### config.mk
export PLATFORM = sky130hd
export DESIGN_NAME = rgb_led_sequencer_flat
export DESIGN_NICKNAME = d
export VERILOG_FILES = /design/src/rtl/rgb_led_sequencer_pkg.sv /design/src/rtl/rgb_led_sequencer_if.sv /design/src/rtl/rgb_led_sequencer_debounce.sv /design/src/rtl/rgb_led_sequencer.sv /design/src/flat_wrapper.sv
export SDC_FILE = /design/constraint.sdc
export NUM_CORES = 1
export LEC_CHECK = 0
export BUFFER_PORTS_ARGS = -buffer_cell sky130_fd_sc_hd__buf_4
export CAP_MARGIN = 20
export CORE_MARGIN = 5
export CORE_UTILIZATION = 28
export CTS_BUF_LIST = sky130_fd_sc_hd__clkbuf_8
export DETAILED_ROUTE_END_ITERATION = 8
export GPL_ROUTABILITY_DRIVEN = 0
export PLACE_DENSITY = 0.44
export SLEW_MARGIN = 20
export SYNTH_ARGS = -nofsm -noshare
export SYNTH_HDL_FRONTEND = slang
export SYNTH_SLANG_ARGS = --single-unit
### constraint.sdc
create_clock -name clk -period 6.3 [get_ports clk]
set_clock_uncertainty 0.1 [all_clocks]
set_input_delay 1.575 -clock clk [delete_from_list [all_inputs] [get_ports clk]]
set_output_delay 1.575 -clock clk [all_outputs]
set_load 0.03 [all_outputs]
### src/rtl/rgb_led_sequencer_pkg.sv
// Shared mode encodings, colour constants and colour-step helpers for the LED sequencer.
package led_seq_pkg;

    localparam int MODE_W = 3;

    typedef enum logic [MODE_W-1:0] {
        MODE_OFF     = 3'd0,
        MODE_SOLID   = 3'd1,
        MODE_BLINK   = 3'd2,
        MODE_CYCLE   = 3'd3,
        MODE_BREATHE = 3'd4
    } mode_e;

    localparam logic [2:0] COLOUR_RST = 3'b001;
    localparam logic [2:0] COLOUR_MAX = 3'b111;

    // Advance the mode ring; unused codes behave as OFF, so they step to SOLID.
    function automatic mode_e mode_next(input mode_e m);
        case (m)
            MODE_SOLID:   return MODE_BLINK;
            MODE_BLINK:   return MODE_CYCLE;
            MODE_CYCLE:   return MODE_BREATHE;
            MODE_BREATHE: return MODE_OFF;
            default:      return MODE_SOLID;
        endcase
    endfunction

    // Colour walks 1..7 and never lands on 0 (0 would mean all channels dark).
    function automatic logic [2:0] colour_inc(input logic [2:0] c);
        return (c == COLOUR_MAX) ? 3'd1 : c + 3'd1;
    endfunction

    function automatic logic [2:0] colour_dec(input logic [2:0] c);
        return (c <= 3'd1) ? COLOUR_MAX : c - 3'd1;
    endfunction

endpackage

### src/rtl/rgb_led_sequencer_if.sv
// Board-side pins of the sequencer: raw active-low buttons in, active-low LEDs and mode out.
interface rgb_led_sequencer_if;
    import led_seq_pkg::*;

    logic              btn1;
    logic              btn2;
    logic              ledR;
    logic              ledG;
    logic              ledB;
    logic [MODE_W-1:0] mode;

    modport master (output btn1, btn2, input ledR, ledG, ledB, mode);
    modport slave  (input btn1, btn2, output ledR, ledG, ledB, mode);
endinterface

### src/rtl/rgb_led_sequencer_debounce.sv
// Button conditioner: 2-FF synchroniser, stability counter, one-cycle press pulse on accepted 1->0.
module btn_debounce #(
    parameter int DEBOUNCE_CYCLES = 270000
) (
    input  logic clk,
    input  logic rst,
    input  logic btn_n,
    output logic pressed
);
    localparam int CW = $clog2(DEBOUNCE_CYCLES + 1);

    logic          s1, s2;
    logic          lvl;
    logic [CW-1:0] cnt;

    // Synchronise the raw pin; resets to released so a held button still yields a press later.
    always_ff @(posedge clk or posedge rst) begin
        if (rst) begin
            s1 <= 1'b1;
            s2 <= 1'b1;
        end else begin
            s1 <= btn_n;
            s2 <= s1;
        end
    end

    // Accept a new level only after it has differed from the current one for the full window.
    always_ff @(posedge clk or posedge rst) begin
        if (rst) begin
            lvl     <= 1'b1;
            cnt     <= '0;
            pressed <= 1'b0;
        end else begin
            pressed <= 1'b0;
            if (s2 == lvl) begin
                cnt <= '0;
            end else if (cnt == CW'(DEBOUNCE_CYCLES)) begin
                lvl     <= s2;
                cnt     <= '0;
                pressed <= ~s2;
            end else begin
                cnt <= cnt + 1'b1;
            end
        end
    end
endmodule

### src/rtl/rgb_led_sequencer.sv
// RGB LED pattern controller: debounced buttons, mode FSM, step/ramp prescalers, per-channel PWM.
module rgb_led_sequencer
    import led_seq_pkg::*;
#(
    parameter int DEBOUNCE_CYCLES = 270000,
    parameter int STEP_CYCLES     = 5400000,
    parameter int RAMP_CYCLES     = 105000,
    parameter int PWM_BITS        = 8,
    parameter int BRIGHT          = 64
) (
    input  logic                clk,
    input  logic                rst,
    rgb_led_sequencer_if.slave  bus
);
    localparam int SW = $clog2(STEP_CYCLES + 1);
    localparam int RW = $clog2(RAMP_CYCLES + 1);
    localparam logic [PWM_BITS-1:0] BRIGHT_D = PWM_BITS'(BRIGHT);

    logic                     p1, p2;
    mode_e                    mode_q, mode_d;
    logic [2:0]               colour;
    logic                     dir;      // 0 = up, 1 = down
    logic                     phase;    // 1 = on
    logic [PWM_BITS-1:0]      level;
    logic [SW-1:0]            step_cnt;
    logic [RW-1:0]            ramp_cnt;
    logic [PWM_BITS-1:0]      pwm_cnt;
    logic [2:0][PWM_BITS-1:0] duty;
    logic [2:0]               lit;
    logic [2:0]               led_q;
    logic                     step_tick, ramp_tick;

    btn_debounce #(.DEBOUNCE_CYCLES(DEBOUNCE_CYCLES)) u_db1 (
        .clk(clk), .rst(rst), .btn_n(bus.btn1), .pressed(p1));
    btn_debounce #(.DEBOUNCE_CYCLES(DEBOUNCE_CYCLES)) u_db2 (
        .clk(clk), .rst(rst), .btn_n(bus.btn2), .pressed(p2));

    assign step_tick = (step_cnt == SW'(STEP_CYCLES - 1));
    assign ramp_tick = (mode_q == MODE_BREATHE) && (ramp_cnt == RW'(RAMP_CYCLES - 1));

    // Mode state register.
    always_ff @(posedge clk or posedge rst) begin
        if (rst) mode_q <= MODE_OFF;
        else     mode_q <= mode_d;
    end

    // Next mode: btn1 press walks the ring.
    always_comb begin
        mode_d = mode_q;
        if (p1) mode_d = mode_next(mode_q);
    end

    // Pattern state; a mode change restarts everything and swallows a coincident btn2 press.
    always_ff @(posedge clk or posedge rst) begin
        if (rst) begin
            colour   <= COLOUR_RST;
            dir      <= 1'b0;
            phase    <= 1'b1;
            level    <= '0;
            step_cnt <= '0;
            ramp_cnt <= '0;
        end else if (p1) begin
            dir      <= 1'b0;
            phase    <= 1'b1;
            level    <= '0;
            step_cnt <= '0;
            ramp_cnt <= '0;
        end else begin
            step_cnt <= step_tick ? '0 : step_cnt + 1'b1;
            ramp_cnt <= (mode_q != MODE_BREATHE || ramp_tick) ? '0 : ramp_cnt + 1'b1;
            if (mode_q == MODE_BLINK && step_tick) phase <= ~phase;
            if (mode_q == MODE_CYCLE && step_tick)
                colour <= dir ? colour_dec(colour) : colour_inc(colour);
            else if (p2 && (mode_q == MODE_SOLID || mode_q == MODE_BLINK || mode_q == MODE_BREATHE))
                colour <= colour_inc(colour);
            if (p2 && mode_q == MODE_CYCLE) begin
                dir <= ~dir;
            end else if (ramp_tick) begin
                // Triangle: turn around on reaching an endpoint so each endpoint lasts one ramp step.
                if (!dir) begin
                    level <= level + 1'b1;
                    if (level == BRIGHT_D - 1'b1) dir <= 1'b1;
                end else begin
                    level <= level - 1'b1;
                    if (level == {{(PWM_BITS-1){1'b0}}, 1'b1}) dir <= 1'b0;
                end
            end
        end
    end

    // Per-channel duty from mode, colour bit, blink phase and breathe level.
    always_comb begin
        duty = '0;
        lit  = '0;
        for (int i = 0; i < 3; i++) begin
            case (mode_q)
                MODE_SOLID, MODE_CYCLE: duty[i] = colour[i] ? BRIGHT_D : '0;
                MODE_BLINK:             duty[i] = (colour[i] && phase) ? BRIGHT_D : '0;
                MODE_BREATHE:           duty[i] = colour[i] ? level : '0;
                default:                duty[i] = '0;
            endcase
            lit[i] = (duty[i] > pwm_cnt);
        end
    end

    // Free-running PWM counter and registered active-low LED drive.
    always_ff @(posedge clk or posedge rst) begin
        if (rst) begin
            pwm_cnt <= '0;
            led_q   <= 3'b111;
        end else begin
            pwm_cnt <= pwm_cnt + 1'b1;
            led_q   <= ~lit;
        end
    end

    assign bus.ledR = led_q[0];
    assign bus.ledG = led_q[1];
    assign bus.ledB = led_q[2];
    assign bus.mode = mode_q;
endmodule
### src/flat_wrapper.sv
// flat-port wrapper written by rule: the top's interface ports become plain ports
module rgb_led_sequencer_flat import led_seq_pkg::*;
#(
    parameter int DEBOUNCE_CYCLES = 270000,
    parameter int STEP_CYCLES     = 5400000,
    parameter int RAMP_CYCLES     = 105000,
    parameter int PWM_BITS        = 8,
    parameter int BRIGHT          = 64
)
  (clk, rst, bus_btn1, bus_btn2, bus_ledR, bus_ledG, bus_ledB, bus_mode);
  rgb_led_sequencer_if bus_i ();
  input  logic clk;
  input  logic rst;
  input wire logic [$bits(bus_i.btn1)-1:0] bus_btn1;
  input wire logic [$bits(bus_i.btn2)-1:0] bus_btn2;
  output wire logic [$bits(bus_i.ledR)-1:0] bus_ledR;
  output wire logic [$bits(bus_i.ledG)-1:0] bus_ledG;
  output wire logic [$bits(bus_i.ledB)-1:0] bus_ledB;
  output wire logic [$bits(bus_i.mode)-1:0] bus_mode;
  assign bus_i.btn1 = bus_btn1;
  assign bus_i.btn2 = bus_btn2;
  assign bus_ledR = bus_i.ledR;
  assign bus_ledG = bus_i.ledG;
  assign bus_ledB = bus_i.ledB;
  assign bus_mode = bus_i.mode;
  rgb_led_sequencer #(.DEBOUNCE_CYCLES(DEBOUNCE_CYCLES), .STEP_CYCLES(STEP_CYCLES), .RAMP_CYCLES(RAMP_CYCLES), .PWM_BITS(PWM_BITS), .BRIGHT(BRIGHT)) u_core (.clk(clk), .rst(rst), .bus(bus_i));
endmodule
# == After elaboration in Yosys (flattened, before gate mapping) ==
# Cells that the tools add are included.
# classes
bitwise,8
n_mux,42
addsub,9
n_eq_ne,15
n_reduce_logical,20
magnitude_cmp,4
# op_table
op,n
$mux W19,4
$pmux W8 S3,3
$mux W8,7
$mux W23,2
$mux W7,6
$add A19 B1 Y19 const B,2
$eq A19 B19 Y1 const B,2
$mux W17,2
$gt A8 B8 Y1,3
$add A23 B1 Y23 const B,1
$eq A23 B23 Y1 const B,1
$add A17 B1 Y17 const B,1
$eq A17 B17 Y1 const B,1
$add A8 B1 Y8 const B,2
$mux W3,5
$mux W1,12
$pmux W3 S4,1
$eq A8 B1 Y1 const B,1
$eq A8 B6 Y1 const B,1
$logic_and A1 B1 Y1,8
$reduce_and A2 Y1,4
$sub A8 B1 Y8 const B,1
$not A1 Y1,7
$eq A3 B2 Y1 const B,2
other kinds (13),19
# totals
out_inout_bits,6
in_bits,4
word_cells,117
reg_bits,113

# == Longest topological paths before layout ==
# Gate-level depths: netlist (run 1).
# depth
ltp_word,6
mapped_depth,11
ltp_nobuf,10

# == Modules after synthesis ==
# From an unflattened synthesis (run 1), not the netlist that was laid out.
# unflattened
cells_unflattened,673
area_unflattened_um2,6525.0
# modules_own_cells
mod,area_per_inst_um2,cells_each,seq_area_each_um2,instances
rgb_led_sequencer,4210.3,449,1682.9,1
btn_debounce,1157.4,112,579.3,2

# == Least setup slack after synthesis (run 1) ==
# No wires, ideal clock.
# synth_timing
path_type,flip-flop to flip-flop
from,reg u_core.mode_q[1] (netlist: u_core.bus.mode[1])
to,reg u_core.led_q[1]
setup_slack_ps,3791
setup_time_ps,91
required_time_ps,6109
t_arrival_ps,2318
stages_incl_launch_ff,11
path_cell_list,dfrtp_1 -> clkbuf_1 -> nor3_1 -> clkbuf_1 -> and3_1 -> ha_1 -> o21a_1 -> o21a_1 -> o211ai_1 -> a21boi_0 -> o31ai_1
# synth_via
elab_chain_cells,5
word_cells_on_any_way,8
cone_classes,1 x order compare; 4 x eq/ne; 1 x mux; 1 x bitwise; 1 x reduce/logical
# synth_rtl
item,line_no,text
from (decl),rgb_led_sequencer.sv:20,"mode_e mode_q, mode_d;"
from (signal assigned),rgb_led_sequencer.sv:44,else mode_q <= mode_d;
$eq A3 B1 Y1 / $eq A3 B2 Y1 (equally long branches),rgb_led_sequencer.sv:96,case (mode_q)
$reduce_or A2 Y1,rgb_led_sequencer.sv:96,
$pmux W8 S3 *,rgb_led_sequencer.sv:96,
$gt A8 B8 Y1 *,rgb_led_sequencer.sv:102,lit[i] = (duty[i] > pwm_cnt);
$not A3 Y3 *,rgb_led_sequencer.sv:113,led_q <= ~lit;
to (signal assigned),rgb_led_sequencer.sv:113,
to (decl),rgb_led_sequencer.sv:30,logic [2:0] led_q;
# Mark *: on every way between the ends. The rest lies on a longest branch, timed or not.
# A chain may end at the register's enable or synchronous reset.

# == Worst setup path in the final report (run 1) ==
# layout_timing
from,reg u_core.mode_q[0] (netlist: u_core.bus.mode[0])
to,out bus_mode[0]
# layout_lines
item,line_no,text
to (decl),flat_wrapper.sv:19,output wire logic [$bits(bus_i.mode)-1:0] bus_mode;
# No word-level cell between the ends.

==> results.txt, run 1 <==
The maximum root-to-sink buffer count came out at 2. The DRC violation total after the first TritonRoute iteration came out at 214. The critical path required time is 4.62 ns. Summing over every cut layer, the via total after detailed routing is 4369. The share of the Yosys chip area taken by registers is 0.461. Counting cells, the worst reg-to-reg path comes to 7. Counting flops with an async set or reset pin after synthesis yields a share of 1.00. The depth of the CTS H-tree came out at 4.

The standard cell with the maximum stage delay on the critical path is dfrtp_1. The max-capacitance violation count is 0. The synthesized design spends more area on one cell type than any other, namely dfrtp_1. The hold violation count in the final report came out at 0. The highest net fanout along the worst path is 13. The max-slew headroom at the worst pin came out at 0.375. The worst hold path belongs to the class reg2reg. The initial antenna violation count was 0.

Counting instances in the post-synthesis netlist gives the leading cell types as nor2_1 (113), dfrtp_1 (102), xnor2_1 (45), nand2_1 (42), xor2_1 (41). Of the total power, the clock network draws 0.445. The net switching power figure came out at 308 µW.

The number of nets in the synthesized netlist is 687. The horizontal extent of the die is 158 µm. The die footprint came out at 25100 µm².

The slew at the pin closest to its max-slew limit is 0.938 ns. The maximum achievable frequency is 0.344 GHz. The total negative setup slack is 0 ns. The number of pins exceeding their max-slew limit in the final report came out at 0.

The register-to-register setup slack is 3.59 ns. The proportion of netlist area held by the largest area contributor came out at 0.414. The largest net degree at the start of global routing came out at 74.

VDD sags by at most 0.128 mV. Synthesis inferred 113 register bits. The residual DRC count is 0.

By area the synthesized netlist is led by dfrtp_1 (41%), ha_1 (7.7%), nor2_1 (6.9%). The share of total power in combinational logic came out at 0.020. The switching part of the total is 0.224. The critical path ends at bus_mode[0].

The wire length of the first global-routing pass is 21600 µm. Port buffering added 9 buffers. The cell area power density came out at 200 nW/µm². Walking the worst path, the cells encountered are buf_4. The post-synth design cell area is 6160 µm². Setup repair after global routing left no endpoint under its margin.

The arrival time of data at the critical path endpoint is 1.24 ns. Setup violations remaining at the end of the flow were counted as 0. The post-cts gate resize count came out at 0. The most critical setup path has its startpoint at u_core.bus.mode[0]$_DFFE_PP0P_. The completed layout was analyzed and its total power is 1380 µW. In the global route stage, overall resource usage came out at 0.106. nor2_1 is the most common cell in the netlist. Clock tree synthesis selected as its root buffer the cell clkbuf_8. The largest incremental delay on the critical path is 0.57 ns. The total number of yosys warnings came out at 0.

The initial core utilization is 0.283. The boundary pin count came out at 10. By startpoint and endpoint, the worst setup path is classified as reg2out. The fraction of power consumed by sequential logic is 0.535. The finished cells cover 6880 µm². The clock drives 113 sinks.

Detailed placement finished with a half-perimeter wire length of 8700 µm. The total internal power came out at 1070 µW. The family with the most delay on the worst path is flip-flops. In this run the number of cells on the critical path is 1. The signed area change from the synthesized netlist to the final layout came out at 11.6%. The share of post-route cells with drive strength above 1 came out at 0.0868. The final critical delay including setup and external delays came out at 2.91 ns. The endpoint kind of the worst setup timing path is an output port.

The area after detailed placement is 6520 µm². The startpoint identified for the worst register-to-register timing path is u_core.ramp_cnt[0]$_DFF_PP0_. The first-pass iteration count of the detailed router is 4. The worst slack at placement came out at 3.18 ns.

The count of flip-flops with a built-in enable after synthesis is 0. The run finished with clean final reports. The most used flip-flop cell after synthesis is dfrtp_1. The post-route non-filler standard cell count came out at 948. TritonCTS built the clock tree. The share of the cycle needed by the critical path after routing is 0.462. The mean number of vias per cell is 4.61. The final worst-path setup slack is 3.39 ns.

After synthesis, the mean cell area works out to 9.55 µm². The global-route congestion overflow total came out at 0. The clock transition at the register clock pins on the worst setup and hold paths after CTS came out at 0.06 ns. After clock tree synthesis, the setup repair step added 0 buffers. The worst reg2reg path endpoint is u_core.dir$_DFFE_PP0P_. The later-pin clock latency in the skew report came out at 0.43 ns. Buffers inserted during clock tree synthesis total 17. After detailed routing, the total wire length is 12400 µm. The post-layout net count is 698. The number of global-route vias before repair is 4428. The number of nets still failing antenna checks after routing is 0. For this design, the CTS-stage hold fixing added 0 buffers. The static leakage power came out at 0.00309 µW.

The buffers plus inverters on the worst setup path came out at 1. The cell count after synthesis is 645. After detailed routing, the average wire length per cell comes to 13.1 µm. The cell count after placement came out at 917. The number of distinct library cells after synthesis came out at 47.

The vertical die dimension is 158 µm. STA classifies the critical path startpoint as a flip-flop. The number of standard-cell rows in the floorplan came out at 54. The antenna cell count is 0.

The area inside the core boundary came out at 21800 µm².
## layer usage
metal	GRT usage	up-vias	routed length, µm
li1	-	2218	-
met4	0.0309	0	140
met5	0	-	0
met1	0.137	2106	5980
met2	0.172	35	5940
met3	0.0340	10	351
## power by group through the flow
stage / clock network, µW / logic, µW / registers (µW)
finish: 612 / 27.3 / 736
global route: 674 / 33.1 / 736
CTS: 640 / 29.2 / 736
detailed placement: 0 / 29.1 / 749
global placement: 0 / 28.4 / 749
floorplan: 0 / 19.6 / 748
## worst min-delay path by stage
stage / from / end / slack (ns) / depth (start not counted)
after floorplan: u_core.u_db1.s1$_DFF_PP1_ / u_core.u_db1.s2$_DFF_PP1_ / 0.25 / 0
after global placement: u_core.u_db2.s1$_DFF_PP1_ / u_core.u_db2.s2$_DFF_PP1_ / 0.25 / 0
after detailed placement: u_core.u_db2.s1$_DFF_PP1_ / u_core.u_db2.s2$_DFF_PP1_ / 0.25 / 0
after CTS: u_core.u_db2.s1$_DFF_PP1_ / u_core.u_db2.s2$_DFF_PP1_ / 0.26 / 0
after global routing: u_core.u_db2.s1$_DFF_PP1_ / u_core.u_db2.s2$_DFF_PP1_ / 0.26 / 0
final: u_core.u_db2.s1$_DFF_PP1_ / u_core.u_db2.s2$_DFF_PP1_ / 0.26 / 0
## cells by family (layout without fill, tap and decap cells)
group / after synthesis / count (layout) / synth area share
compound gates: 47 / 47 / 0.0461
xor+xnor: 86 / 86 / 0.122
fa+ha+maj: 38 / 38 / 0.0772
buf+inv: 45 / 68 / 0.0278
flops: 113 / 113 / 0.461
mux: 5 / 5 / 0.00893
simple gates: 311 / 311 / 0.257
## layout by cell type (no fill, tap or decap), types with 3 or more instances in the layout
cell / instances
inv_1: 30
o211ai_1: 3
nor4b_1: 5
o21ai_0: 11
xor2_1: 41
buf_4: 11
mux2_2: 4
and4_1: 4
nand4_1: 24
and3_1: 39
clkinv_2: 4
or3_1: 3
ha_1: 38
nand3_1: 35
nand2_1: 42
nand2b_1: 5
clkbuf_8: 20
a21o_1: 4
xnor2_1: 45
dfrtp_1: 102
nor2_1: 113
nor2b_1: 5
nor3_1: 11
and2_1: 5
nor4_1: 5
dfstp_2: 11
a21oi_1: 18
## state kept, by name (all words and copies together), names as in the netlist, 8 cells and up
| signal | cells |
|---|---|
| u_core.step_cnt | 23 |
| u_core.ramp_cnt | 17 |
| u_core.u_db2.cnt | 19 |
| u_core.level | 8 |
| u_core.u_db1.cnt | 19 |
| u_core.pwm_cnt | 8 |
## per-stage QoR
step / util / hold WS (ns)
6_report: 0.316 / 0.256
5_1_grt: 0.316 / 0.265
4_1_cts: 0.316 / 0.258
3_5_place_dp: 0.300 / 0.248
3_3_place_gp: 0.300 / 0.248
2_1_floorplan: - / 0.245
## cell type report
type	instances	area (µm²)
Clock inverter	11	76.3
Fill cell	2262	14900
Multi-Input combinational cell	487	3150
Timing Repair Buffer	11	82.6
Clock buffer	20	275
Tap cell	280	350
Sequential cell	113	2840
Inverter	26	100
Note: power is estimated with default switching activity, not from simulation.
==> run 2: changes to the inputs <==
==> constraint.sdc (replaced) <==
create_clock -name clk -period 3 [get_ports clk]
set_clock_uncertainty 0.1 [all_clocks]
set_input_delay 0.75 -clock clk [delete_from_list [all_inputs] [get_ports clk]]
set_output_delay 0.75 -clock clk [all_outputs]
set_load 0.03 [all_outputs]
==> results.txt, run 2 (synthesized netlist as in run 1, its figures left out) <==
The wire length after detailed routing came out at 12600 µm (was 12400 µm). The post-cts gate resize count is 0 (unchanged). The most frequent standard cell in the layout excluding fill and tap cells is nor2_1 (unchanged). The largest net degree at the start of global routing came to 55 (was 74). The post-layout net count came out at 704 (was 698).

The residual DRC count was 0 (unchanged). The critical path startpoint category was a flip-flop (unchanged). The critical path required time is 3.23 ns (was 4.62 ns). The class of the tightest hold or removal check was in2async (was reg2reg).

The clock transition at the register clock pins on the worst setup and hold paths after CTS is 0.07 ns (was 0.06 ns). The max-slew headroom at the worst pin came out at 0.573 (was 0.375). The share of post-route cells with drive strength above 1 came out at 0.104 (was 0.0868). The worst-case hold slack is 0.257 ns (was 0.256 ns). The number of nets still failing antenna checks after routing came to 0 (unchanged). The length in cells of the worst reg-to-reg path came out at 10 (was 7). The highest net fanout along the worst path was 21 (was 13). The endpoint kind of the worst setup timing path is a flip-flop (was output port).

The first-pass iteration count of the detailed router came out at 4 (unchanged). The clock tree root buffer cell was clkbuf_8 (unchanged). The wire length of the first global-routing pass is 21900 µm (was 21600 µm).

The static leakage power came out at 0.00312 µW (was 0.00309 µW). The number of pins exceeding their max-slew limit in the final report came out at 0 (unchanged). The final worst-path setup slack is 0.483 ns (was 3.39 ns). The die footprint came out at 25100 µm² (unchanged). Largest registers: u_core.step_cnt (23), u_core.u_db1.cnt (19), u_core.u_db2.cnt (19) (unchanged). The number of buffers added by the clock tree synthesis step came to 17 (unchanged).

The worst slack at placement was 0.509 ns (was 3.18 ns). The area inside the core boundary came to 21800 µm² (unchanged). The boundary pin count came out at 10 (unchanged). The clock tree from TritonCTS is done (unchanged). Top library cells by usage in the layout, fill and taps aside: nor2_1 (113), dfrtp_1 (102), xnor2_1 (45), nand2_1 (42), xor2_1 (41) (unchanged). The hold buffer count at CTS is 0 (unchanged). The average wire per standard cell is 13.2 µm (was 13.1 µm). The filler cell count came out at 2273 (was 2262). The global-route congestion overflow total came out at 0 (unchanged). Run status: complete, no violations (unchanged). The antenna cell count was 0 (unchanged). The total clock sinks is 113 (unchanged). The total negative setup slack was 0 ns (unchanged). The largest register by flop count is u_core.step_cnt (unchanged). The arrival time of data at the critical path endpoint came to 2.74 ns (was 1.24 ns). The hold violation count in the final report came out at 0 (unchanged). After layout, the minimum clock period comes to 2.52 ns.

The kind of critical path is reg2reg (was reg2out). Timing would allow up to 0.397 GHz. The number of buffers inserted to repair setup after CTS came out at 0 (unchanged). The maximum vdd drop is 0.212 mV (was 0.128 mV). The total chip power is 3030 µW (was 1380 µW). RSZ-0062 raised after global routing: no (unchanged). The maximum root-to-sink buffer count was 2 (unchanged). The signed area change from the synthesized netlist to the final layout is 13.3% (was 11.6%). The initial antenna violation count is 0 (unchanged). The launching element of the worst setup path is u_core.bus.mode[2]$_DFFE_PP0P_ (was u_core.bus.mode[0]$_DFFE_PP0P_). The number of global-route vias before repair came out at 4568 (was 4428). The overall routing resource usage came out at 0.108 (was 0.106).

The number of standard-cell rows in the floorplan came out at 54 (unchanged). The placed wire-length estimate came out at 8760 µm (was 8700 µm). The max-capacitance violation count came out at 0 (unchanged).

The number of endpoints failing setup at the final stage is 0 (unchanged). The later-pin clock latency in the skew report is 0.42 ns (was 0.43 ns). The slew at the pin closest to its max-slew limit was 0.639 ns (was 0.938 ns). The DRC violation total after the first TritonRoute iteration was 156 (was 214). The number of I/O port buffers is 9 (unchanged). The horizontal extent of the die is 158 µm (unchanged). The count of vias placed by the detailed router came to 4451 (was 4369). The cell area power density was 434 nW/µm² (was 200 nW/µm²).

Of the available clock period, the critical path in the final layout requires 0.839. The initial core utilization came to 0.283 (unchanged). The vertical die dimension is 158 µm (unchanged). The launch point of the worst reg-to-reg path was u_core.bus.mode[2]$_DFFE_PP0P_ (was u_core.ramp_cnt[0]$_DFF_PP0_). The depth of the CTS H-tree is 4 (unchanged). The flip-flop count of the largest register, all copies and words added came to 23 (unchanged). The mean number of vias per cell came out at 4.66 (was 4.61).
run 2: metrics by stage:
step / cells / util / area (µm²)
after floorplan: 645 / - / 6170
after global placement: 923 / 0.303 / 6600
after detailed placement: 923 / 0.303 / 6600
after CTS: 955 / 0.321 / 6980
after global routing: 955 / 0.321 / 6980
final: 955 / 0.321 / 6980
run 2: area by class of cell:
| cell class | instances | area (µm²) | share of cell area |
|---|---|---|---|
| timing repair buffer | 17 | 153 | 0.0219 |
| multi-input combinational | 487 | 3150 | 0.451 |
| inverter | 26 | 101 | 0.0145 |
| clock buffer | 18 | 248 | 0.0355 |
| sequential | 113 | 2840 | 0.407 |
| clock inverter | 14 | 141 | 0.0202 |
| tap | 280 | 350 | 0.0502 |
run 2: routing by layer:
layer / routed length [µm] / up-vias / global-route usage
met3: 368 / 10 / 0.0266
met2: 6010 / 42 / 0.178
li1: - / 2239 / -
met5: 0 / - / 0
met4: 166 / 0 / 0.0406
met1: 6080 / 2160 / 0.138
run 2: path summary, 6_finish.rpt:
kind | end | slack, ns
setup / recovery | u_core.led_q[1]$_DFF_PP1_ | 0.48
hold / removal | u_core.ramp_cnt[9]$_DFF_PP0_ | 0.26
setup reg to reg | u_core.led_q[1]$_DFF_PP1_ | 0.48
hold reg to reg | u_core.u_db1.s2$_DFF_PP1_ | 0.26
max in group asynchronous | u_core.colour[0]$_DFFE_PP1P_ | 1.84
min in group clk | u_core.u_db1.s2$_DFF_PP1_ | 0.26
run 2: worst max-delay path, stage by stage, from the launching register on:
cell      delay (ns)
dfrtp_1         0.49
inv_1           0.14
nor3_1          0.22
buf_4           0.26
and3_1          0.18
ha_1            0.24
o21a_1          0.11
o21a_1          0.16
o211ai_1        0.17
a21boi_0        0.12
o31ai_1         0.24
run 2: where the power goes:
group | leakage [µW] | internal (µW) | switching [µW] | total [µW]
Combinational | 0.00142 | 16.8 | 46.7 | 63.5
Sequential | 0.00151 | 1530 | 8.52 | 1540
Clock | 0.000190 | 754 | 671 | 1420
